## src/rtl/regfile_pkg.sv

```systemverilog
// ============================================================================
//  Module      : regfile_pkg
//  Description : Constants and types shared by the register file and its
//                issue-side scoreboard.
//  Revision    : 1.0 - initial release
// ============================================================================
`default_nettype none

package regfile_pkg;

    localparam int NUM_REGS   = 12;
    localparam int REG_ADDR_W = 5;
    localparam int DATA_W     = 32;
    localparam int CNT_W      = 2;
    localparam int ZERO_REG   = 0;

    typedef logic [REG_ADDR_W-1:0] reg_addr_t;
    typedef logic [CNT_W-1:0]      cnt_t;

    localparam cnt_t CNT_MAX = '1;

    // r0 is hard-wired and never owes a write-back, so it is not tracked.
    function automatic logic is_tracked(input reg_addr_t a);
        return (a != REG_ADDR_W'(ZERO_REG)) && (a < REG_ADDR_W'(NUM_REGS));
    endfunction

    function automatic logic out_of_range(input reg_addr_t a);
        return a >= REG_ADDR_W'(NUM_REGS);
    endfunction

endpackage

`default_nettype wire

```

## src/rtl/regfile_scoreboard_if.sv

```systemverilog
// ============================================================================
//  Module      : regfile_scoreboard_if
//  Description : Issue / write-back / status bundle of the register scoreboard.
//  Revision    : 1.0 - initial release
// ============================================================================
`default_nettype none

interface regfile_scoreboard_if;
    import regfile_pkg::*;

    logic                idIssue;
    logic                idUsesRs;
    logic                idUsesRt;
    reg_addr_t           idRs;
    reg_addr_t           idRt;
    logic                idWritesReg;
    reg_addr_t           idDest;
    logic                WBregWrite;
    reg_addr_t           WBwriteReg;
    logic                idStall;
    logic [NUM_REGS-1:0] pendingMask;
    logic                scbErr;

    modport master (
        output idIssue, idUsesRs, idUsesRt, idRs, idRt, idWritesReg, idDest,
        output WBregWrite, WBwriteReg,
        input  idStall, pendingMask, scbErr
    );

    modport slave (
        input  idIssue, idUsesRs, idUsesRt, idRs, idRt, idWritesReg, idDest,
        input  WBregWrite, WBwriteReg,
        output idStall, pendingMask, scbErr
    );

endinterface

`default_nettype wire

```

## src/rtl/regfile_scoreboard_scb_counter.sv

```systemverilog
// ============================================================================
//  Module      : scb_counter
//  Description : Saturating up/down count of write-backs owed to one register.
//  Revision    : 1.0 - initial release
// ============================================================================
`default_nettype none

module scb_counter
    import regfile_pkg::*;
(
    input  logic clk,
    input  logic rst_n,
    input  logic inc_i,
    input  logic dec_i,
    output cnt_t cnt_o,
    output logic nonzero_o,
    output logic underflow_o
);

    cnt_t cnt_q;
    cnt_t cnt_d;

    // Simultaneous inc and dec hand ownership to the new writer: no change.
    always_comb begin
        cnt_d = cnt_q;
        if (inc_i && !dec_i && (cnt_q != CNT_MAX)) begin
            cnt_d = cnt_q + cnt_t'(1);
        end else if (dec_i && !inc_i && (cnt_q != '0)) begin
            cnt_d = cnt_q - cnt_t'(1);
        end
    end

    always_ff @(posedge clk or negedge rst_n) begin
        if (!rst_n) begin
            cnt_q <= '0;
        end else begin
            cnt_q <= cnt_d;
        end
    end

    assign cnt_o       = cnt_q;
    assign nonzero_o   = (cnt_q != '0);
    assign underflow_o = dec_i && (cnt_q == '0);

endmodule

`default_nettype wire

```

## src/rtl/regfile_scoreboard.sv

```systemverilog
// ============================================================================
//  Module      : regfile_scoreboard
//  Description : Per-register pending-write tracking and decode stall logic.
//  Revision    : 1.0 - initial release
// ============================================================================
`default_nettype none

module regfile_scoreboard
    import regfile_pkg::*;
(
    input  logic                 clk,
    input  logic                 rst_n,
    regfile_scoreboard_if.slave  bus
);

    localparam int IDX_W = $clog2(NUM_REGS);

    cnt_t                w_cnt [NUM_REGS];
    logic [NUM_REGS-1:0] w_inc;
    logic [NUM_REGS-1:0] w_dec;
    logic [NUM_REGS-1:0] w_nonzero;
    logic [NUM_REGS-1:0] w_underflow;
    logic                w_stall;
    logic                w_accept;
    logic                w_err_now;
    logic                err_q;
    logic                err_d;

    assign w_cnt[0]       = '0;
    assign w_inc[0]       = 1'b0;
    assign w_dec[0]       = 1'b0;
    assign w_nonzero[0]   = 1'b0;
    assign w_underflow[0] = 1'b0;

    generate
        for (genvar gi = 1; gi < NUM_REGS; gi++) begin : g_cnt
            assign w_inc[gi] = w_accept && bus.idWritesReg &&
                               (bus.idDest == REG_ADDR_W'(gi));
            assign w_dec[gi] = bus.WBregWrite &&
                               (bus.WBwriteReg == REG_ADDR_W'(gi));

            scb_counter u_counter (
                .clk         (clk),
                .rst_n       (rst_n),
                .inc_i       (w_inc[gi]),
                .dec_i       (w_dec[gi]),
                .cnt_o       (w_cnt[gi]),
                .nonzero_o   (w_nonzero[gi]),
                .underflow_o (w_underflow[gi])
            );
        end
    endgenerate

    function automatic cnt_t cnt_at(input reg_addr_t a);
        return is_tracked(a) ? w_cnt[a[IDX_W-1:0]] : '0;
    endfunction

    function automatic logic dec_at(input reg_addr_t a);
        return is_tracked(a) ? w_dec[a[IDX_W-1:0]] : 1'b0;
    endfunction

    // A write-back landing this cycle retires the last owner in time for the
    // read, since the file writes in clk-high and reads in clk-low.
    function automatic logic busy(input reg_addr_t a);
        return (cnt_at(a) != '0) && !(dec_at(a) && (cnt_at(a) == cnt_t'(1)));
    endfunction

    always_comb begin
        w_stall = 1'b0;
        if (bus.idIssue) begin
            w_stall = (bus.idUsesRs    && busy(bus.idRs)) ||
                      (bus.idUsesRt    && busy(bus.idRt)) ||
                      (bus.idWritesReg && (cnt_at(bus.idDest) == CNT_MAX) &&
                                          !dec_at(bus.idDest));
        end
    end

    assign w_accept = bus.idIssue && !w_stall;

    assign w_err_now = (|w_underflow) ||
                       (bus.idUsesRs && out_of_range(bus.idRs)) ||
                       (bus.idUsesRt && out_of_range(bus.idRt)) ||
                       (w_accept && bus.idWritesReg && out_of_range(bus.idDest)) ||
                       (bus.WBregWrite && out_of_range(bus.WBwriteReg));

    assign err_d = err_q || w_err_now;

    always_ff @(posedge clk or negedge rst_n) begin
        if (!rst_n) begin
            err_q <= 1'b0;
        end else begin
            err_q <= err_d;
        end
    end

    assign bus.idStall     = w_stall;
    assign bus.pendingMask = w_nonzero;
    assign bus.scbErr      = err_q;

endmodule

`default_nettype wire

```

## src/flat_wrapper.sv

```systemverilog
// flat-port wrapper written by rule: the top's interface ports become plain ports
module regfile_scoreboard_flat import regfile_pkg::*;
  (clk, rst_n, bus_idIssue, bus_idUsesRs, bus_idUsesRt, bus_idRs, bus_idRt, bus_idWritesReg, bus_idDest, bus_WBregWrite, bus_WBwriteReg, bus_idStall, bus_pendingMask, bus_scbErr);
  regfile_scoreboard_if bus_i ();
  input  logic clk;
  input  logic rst_n;
  input wire logic [$bits(bus_i.idIssue)-1:0] bus_idIssue;
  input wire logic [$bits(bus_i.idUsesRs)-1:0] bus_idUsesRs;
  input wire logic [$bits(bus_i.idUsesRt)-1:0] bus_idUsesRt;
  input wire logic [$bits(bus_i.idRs)-1:0] bus_idRs;
  input wire logic [$bits(bus_i.idRt)-1:0] bus_idRt;
  input wire logic [$bits(bus_i.idWritesReg)-1:0] bus_idWritesReg;
  input wire logic [$bits(bus_i.idDest)-1:0] bus_idDest;
  input wire logic [$bits(bus_i.WBregWrite)-1:0] bus_WBregWrite;
  input wire logic [$bits(bus_i.WBwriteReg)-1:0] bus_WBwriteReg;
  output wire logic [$bits(bus_i.idStall)-1:0] bus_idStall;
  output wire logic [$bits(bus_i.pendingMask)-1:0] bus_pendingMask;
  output wire logic [$bits(bus_i.scbErr)-1:0] bus_scbErr;
  assign bus_i.idIssue = bus_idIssue;
  assign bus_i.idUsesRs = bus_idUsesRs;
  assign bus_i.idUsesRt = bus_idUsesRt;
  assign bus_i.idRs = bus_idRs;
  assign bus_i.idRt = bus_idRt;
  assign bus_i.idWritesReg = bus_idWritesReg;
  assign bus_i.idDest = bus_idDest;
  assign bus_i.WBregWrite = bus_WBregWrite;
  assign bus_i.WBwriteReg = bus_WBwriteReg;
  assign bus_idStall = bus_i.idStall;
  assign bus_pendingMask = bus_i.pendingMask;
  assign bus_scbErr = bus_i.scbErr;
  regfile_scoreboard u_core (.clk(clk), .rst_n(rst_n), .bus(bus_i));
endmodule
```

## config.mk

```make
export PLATFORM = sky130hd
export DESIGN_NAME = regfile_scoreboard_flat
export DESIGN_NICKNAME = d
export VERILOG_FILES = /design/src/rtl/regfile_pkg.sv /design/src/rtl/regfile_scoreboard_if.sv /design/src/rtl/regfile_scoreboard_scb_counter.sv /design/src/rtl/regfile_scoreboard.sv /design/src/flat_wrapper.sv
export SDC_FILE = /design/constraint.sdc
export NUM_CORES = 1
export LEC_CHECK = 0
export CAP_MARGIN = 15
export CORE_MARGIN = 2
export CORE_UTILIZATION = 56
export DETAILED_ROUTE_END_ITERATION = 10
export MAX_ROUTING_LAYER = met4
export PLACE_DENSITY = 0.89
export SYNTH_ARGS = -nofsm -noshare
export SYNTH_HDL_FRONTEND = slang
export SYNTH_SLANG_ARGS = --single-unit
export TNS_END_PERCENT = 1
```

## constraint.sdc

```tcl
create_clock -name clk -period 5.5 [get_ports clk]
set_input_delay 1.65 -clock clk [delete_from_list [all_inputs] [get_ports clk]]
set_output_delay 1.65 -clock clk [all_outputs]
set_load 0.005 [all_outputs]
```

==> results_dict.tcl <==
set metrics [dict create \
    fin_util_pct 75.8 \
    wirelength_um 9480 \
    hp-class "flop to flop" \
    clock_skew_ns 0.00384 \
    max_stage_delay_ns 0.51 \
    max_freq_mhz 185 \
    n_fill_cell 356 \
    io_buffers 39 \
    synth_ff_type "dfrtp_1" \
    synth_top_family_by_area "simple AND/OR/NAND/NOR gates" \
    cts.sinks 23 \
    critPathKind "input pin to output port" \
    outcome "finished, final reports clean" \
    grt.overflow.total 0 \
    drc 0 \
    endpoint_kind "output port" \
    synth_fa_ha_area_share_pct 0 \
    cts_buffers 3 \
    p_leak_nw 1.48 \
    diodes 0 \
    cts-root-buf "clkbuf_8" \
    finalCriticalPeriod_ns 5.41 \
    slew_violations 0 \
    cap_violations 0 \
    num_rows 25 \
    routedWlPerCell_um 19.7 \
    ir_drop_mv 0.180 \
    worst_pin_slew_ns 0.634 \
    cts_buffer_depth 2 \
    grt_pass1_wl_um 14600 \
    synth_top_area_share_pct 21.0 \
    io_pins 41 \
    cp_common_cell "and2_1" \
    synthSimpleGateAreaFrac_pct 26.6 \
    period_share_pct 98.3 \
    yosysMostFrequentCell "nand2_1" \
    path_clk_slew_ns 0.10 \
    crit_chain "clkdlybuf4s50_1, buf_6, mux4_2, and2_1, o311a_4, nor2_4, nand2_1, and2_1, clkbuf_2" \
    drt_first_pass_iters 5 \
    hpwl_um 7250 \
    synth_top_area_cell "dfrtp_1" \
    path_buf_inv 3 \
    dieArea_sq_mm 0.00547 \
    synthMuxAreaShare_pct 14.6 \
    yosys-top-cells-area "dfrtp_1, mux4_2, a21oi_1" \
    gp_congestion 0.967 \
    p_per_area_mw_per_mm2 193 \
    setup_tns_ns 0 \
    synthesis.area_sq_mm 0.00274 \
    synth_fp_nets 375 \
    drt_iter0_markers 232 \
    startpoint_type "input pin" \
    final_nets 442 \
    synth-seq-cells 23 \
    hold_buffers 0 \
    htreeDepth 1 \
    antenna_found_initial 0 \
    worst_ep_arrival_time_ns 3.76 \
    ys_types 61 \
    dpl_worst_slack_ns -0.393 \
    ys_seq_area_share_pct 21.0 \
    setup_ws_ns 0.0934 \
    holdWs_ns 0.541 \
    synth_edf_count 0 \
    synth-compound-area-share_pct 24.5 \
    yosysWarnings 0 \
    grt_usage_pct 37.0 \
    insertion_delay_ns 0.27 \
    start_util_pct 58.1 \
    via_count 3092 \
    synthArstFlopShare_pct 100 \
    drive_above_1_share_pct 24.6 \
    synth_cells 348 \
    crit_path_top_delay_cell "mux4_2" \
    rsz0062_at_grt "no" \
    synth_xor_area_share_pct 2.87 \
    crit_path_max_fanout 7 \
    cts_tree "built" \
    avgSynthCellArea_sq_um 7.88 \
    synthToLayoutAreaGrowth_pct 30.5 \
    required_ns 3.85 \
    synth_commonest_cells "nand2_1, a21oi_1, inv_1" \
    routed_via_density 6.43 \
    grt_max_degree 24 \
    slew_headroom_pct 57.4 \
    hold_viol 0 \
    die_w_um 74.0 \
    r2r_slack_ns 2.30 \
    crit_family "buffers and inverters" \
    grt_pass1_vias 2921 \
    core_sq_mm 0.00472 \
    setup_viol 0 \
    dieHeight_um 74.0 \
    final_antenna_net_count 0 \
]
-- per-stage QoR --
stage               instances  total power, mW  cell area, sq um
floorplan                 348            0.442              2740
finish                    481            0.690              3580
global placement          473            0.551              3430
global route              481            0.726              3580
detailed placement        473            0.561              3430
CTS                       480            0.683              3550
-- worst paths after layout --
kind | start | to | depth (start not counted)
max in group asynchronous | rst_n | u_core.g_cnt[9].u_counter.cnt_o[0]$_DFFE_PN0P_ | 2
setup reg to reg | u_core.g_cnt[6].u_counter.cnt_o[0]$_DFFE_PN0P_ | u_core.g_cnt[7].u_counter.cnt_o[0]$_DFFE_PN0P_ | 8
hold reg to reg | u_core.bus.scbErr$_DFF_PN0_ | u_core.bus.scbErr$_DFF_PN0_ | 2
min in group asynchronous | rst_n | u_core.g_cnt[5].u_counter.cnt_o[1]$_DFFE_PN0P_ | 1
hold / removal | u_core.bus.scbErr$_DFF_PN0_ | u_core.bus.scbErr$_DFF_PN0_ | 2
setup / recovery | bus_idRs[0] | bus_idStall | 9
-- what timing repair did --
item / 4_1_cts / 5_1_grt
buffers inserted: 2 / 0
setup endpoints to repair: 1 / 1
endpoints found under the hold margin: 0 / 0
pin swaps: 6 / 1
resized for setup: 15 / 3
gates cloned: 1 / 0
-- registers in the layout, summed over array words and instances (netlist names) --
| signal | count |
|---|---|
| u_core.g_cnt.u_counter.cnt_o | 22 |
| u_core.bus.scbErr | 1 |
-- per-layer routing --
metal	part of all wire, %	GRT usage (%)	up-vias
met4	5.1	20.6	0
met3	10	7.99	42
met5	0	-	-
met1	38	44.8	1432
li1	-	-	1433
met2	46	57.1	185
-- layout make-up --
class | count | area [sq um] | share of cell area, %
Multi-Input combinational cell | 265 | 1930 | 53.9
Timing Repair Buffer | 97 | 851 | 23.8
Sequential cell | 23 | 576 | 16.1
Inverter | 25 | 93.8 | 2.62
Tap cell | 67 | 83.8 | 2.34
Clock buffer | 3 | 41.3 | 1.15
Clock inverter | 1 | 5.00 | 0.140
-- tightest hold or removal path, delay by kind of cell (launching register included) --
kind / cells / cell delay [ns]
flip-flops: 1 / 0.37
AO/OA/AOI/OAI: 1 / 0.08
AND/OR/NAND/NOR: 1 / 0.06
-- power breakdown --
group / total [mW] / leakage [nW] / switching, mW / internal, mW
Clock: 0.115 / 0.0255 / 0.0644 / 0.0508
Sequential: 0.255 / 0.291 / 0.0624 / 0.193
Combinational: 0.320 / 1.16 / 0.139 / 0.180
Total: 0.690 / 1.48 / 0.266 / 0.424
-- placed cells by master (no fill, tap or decap), types with 6 or more instances in the layout --
master	instances
or4_1	6
nor3_1	17
mux2_2	11
buf_4	53
dfrtp_1	23
nand2_1	29
o31ai_1	8
clkdlybuf4s50_1	36
inv_1	25
a31oi_1	6
nor2b_1	14
nor2_1	14
or3_1	6
mux4_2	10
nand3_1	13
a21oi_1	25
-- cells by family after synthesis --
group | after synthesis
AOI/OAI and AO/OA | 94
xor gates and xnor gates | 9
buffers and inverters | 60
DFF | 23
muxes | 26
other | 1
and+or+nand+nor | 135
No activity file was read; power rests on OpenSTA's default activity.
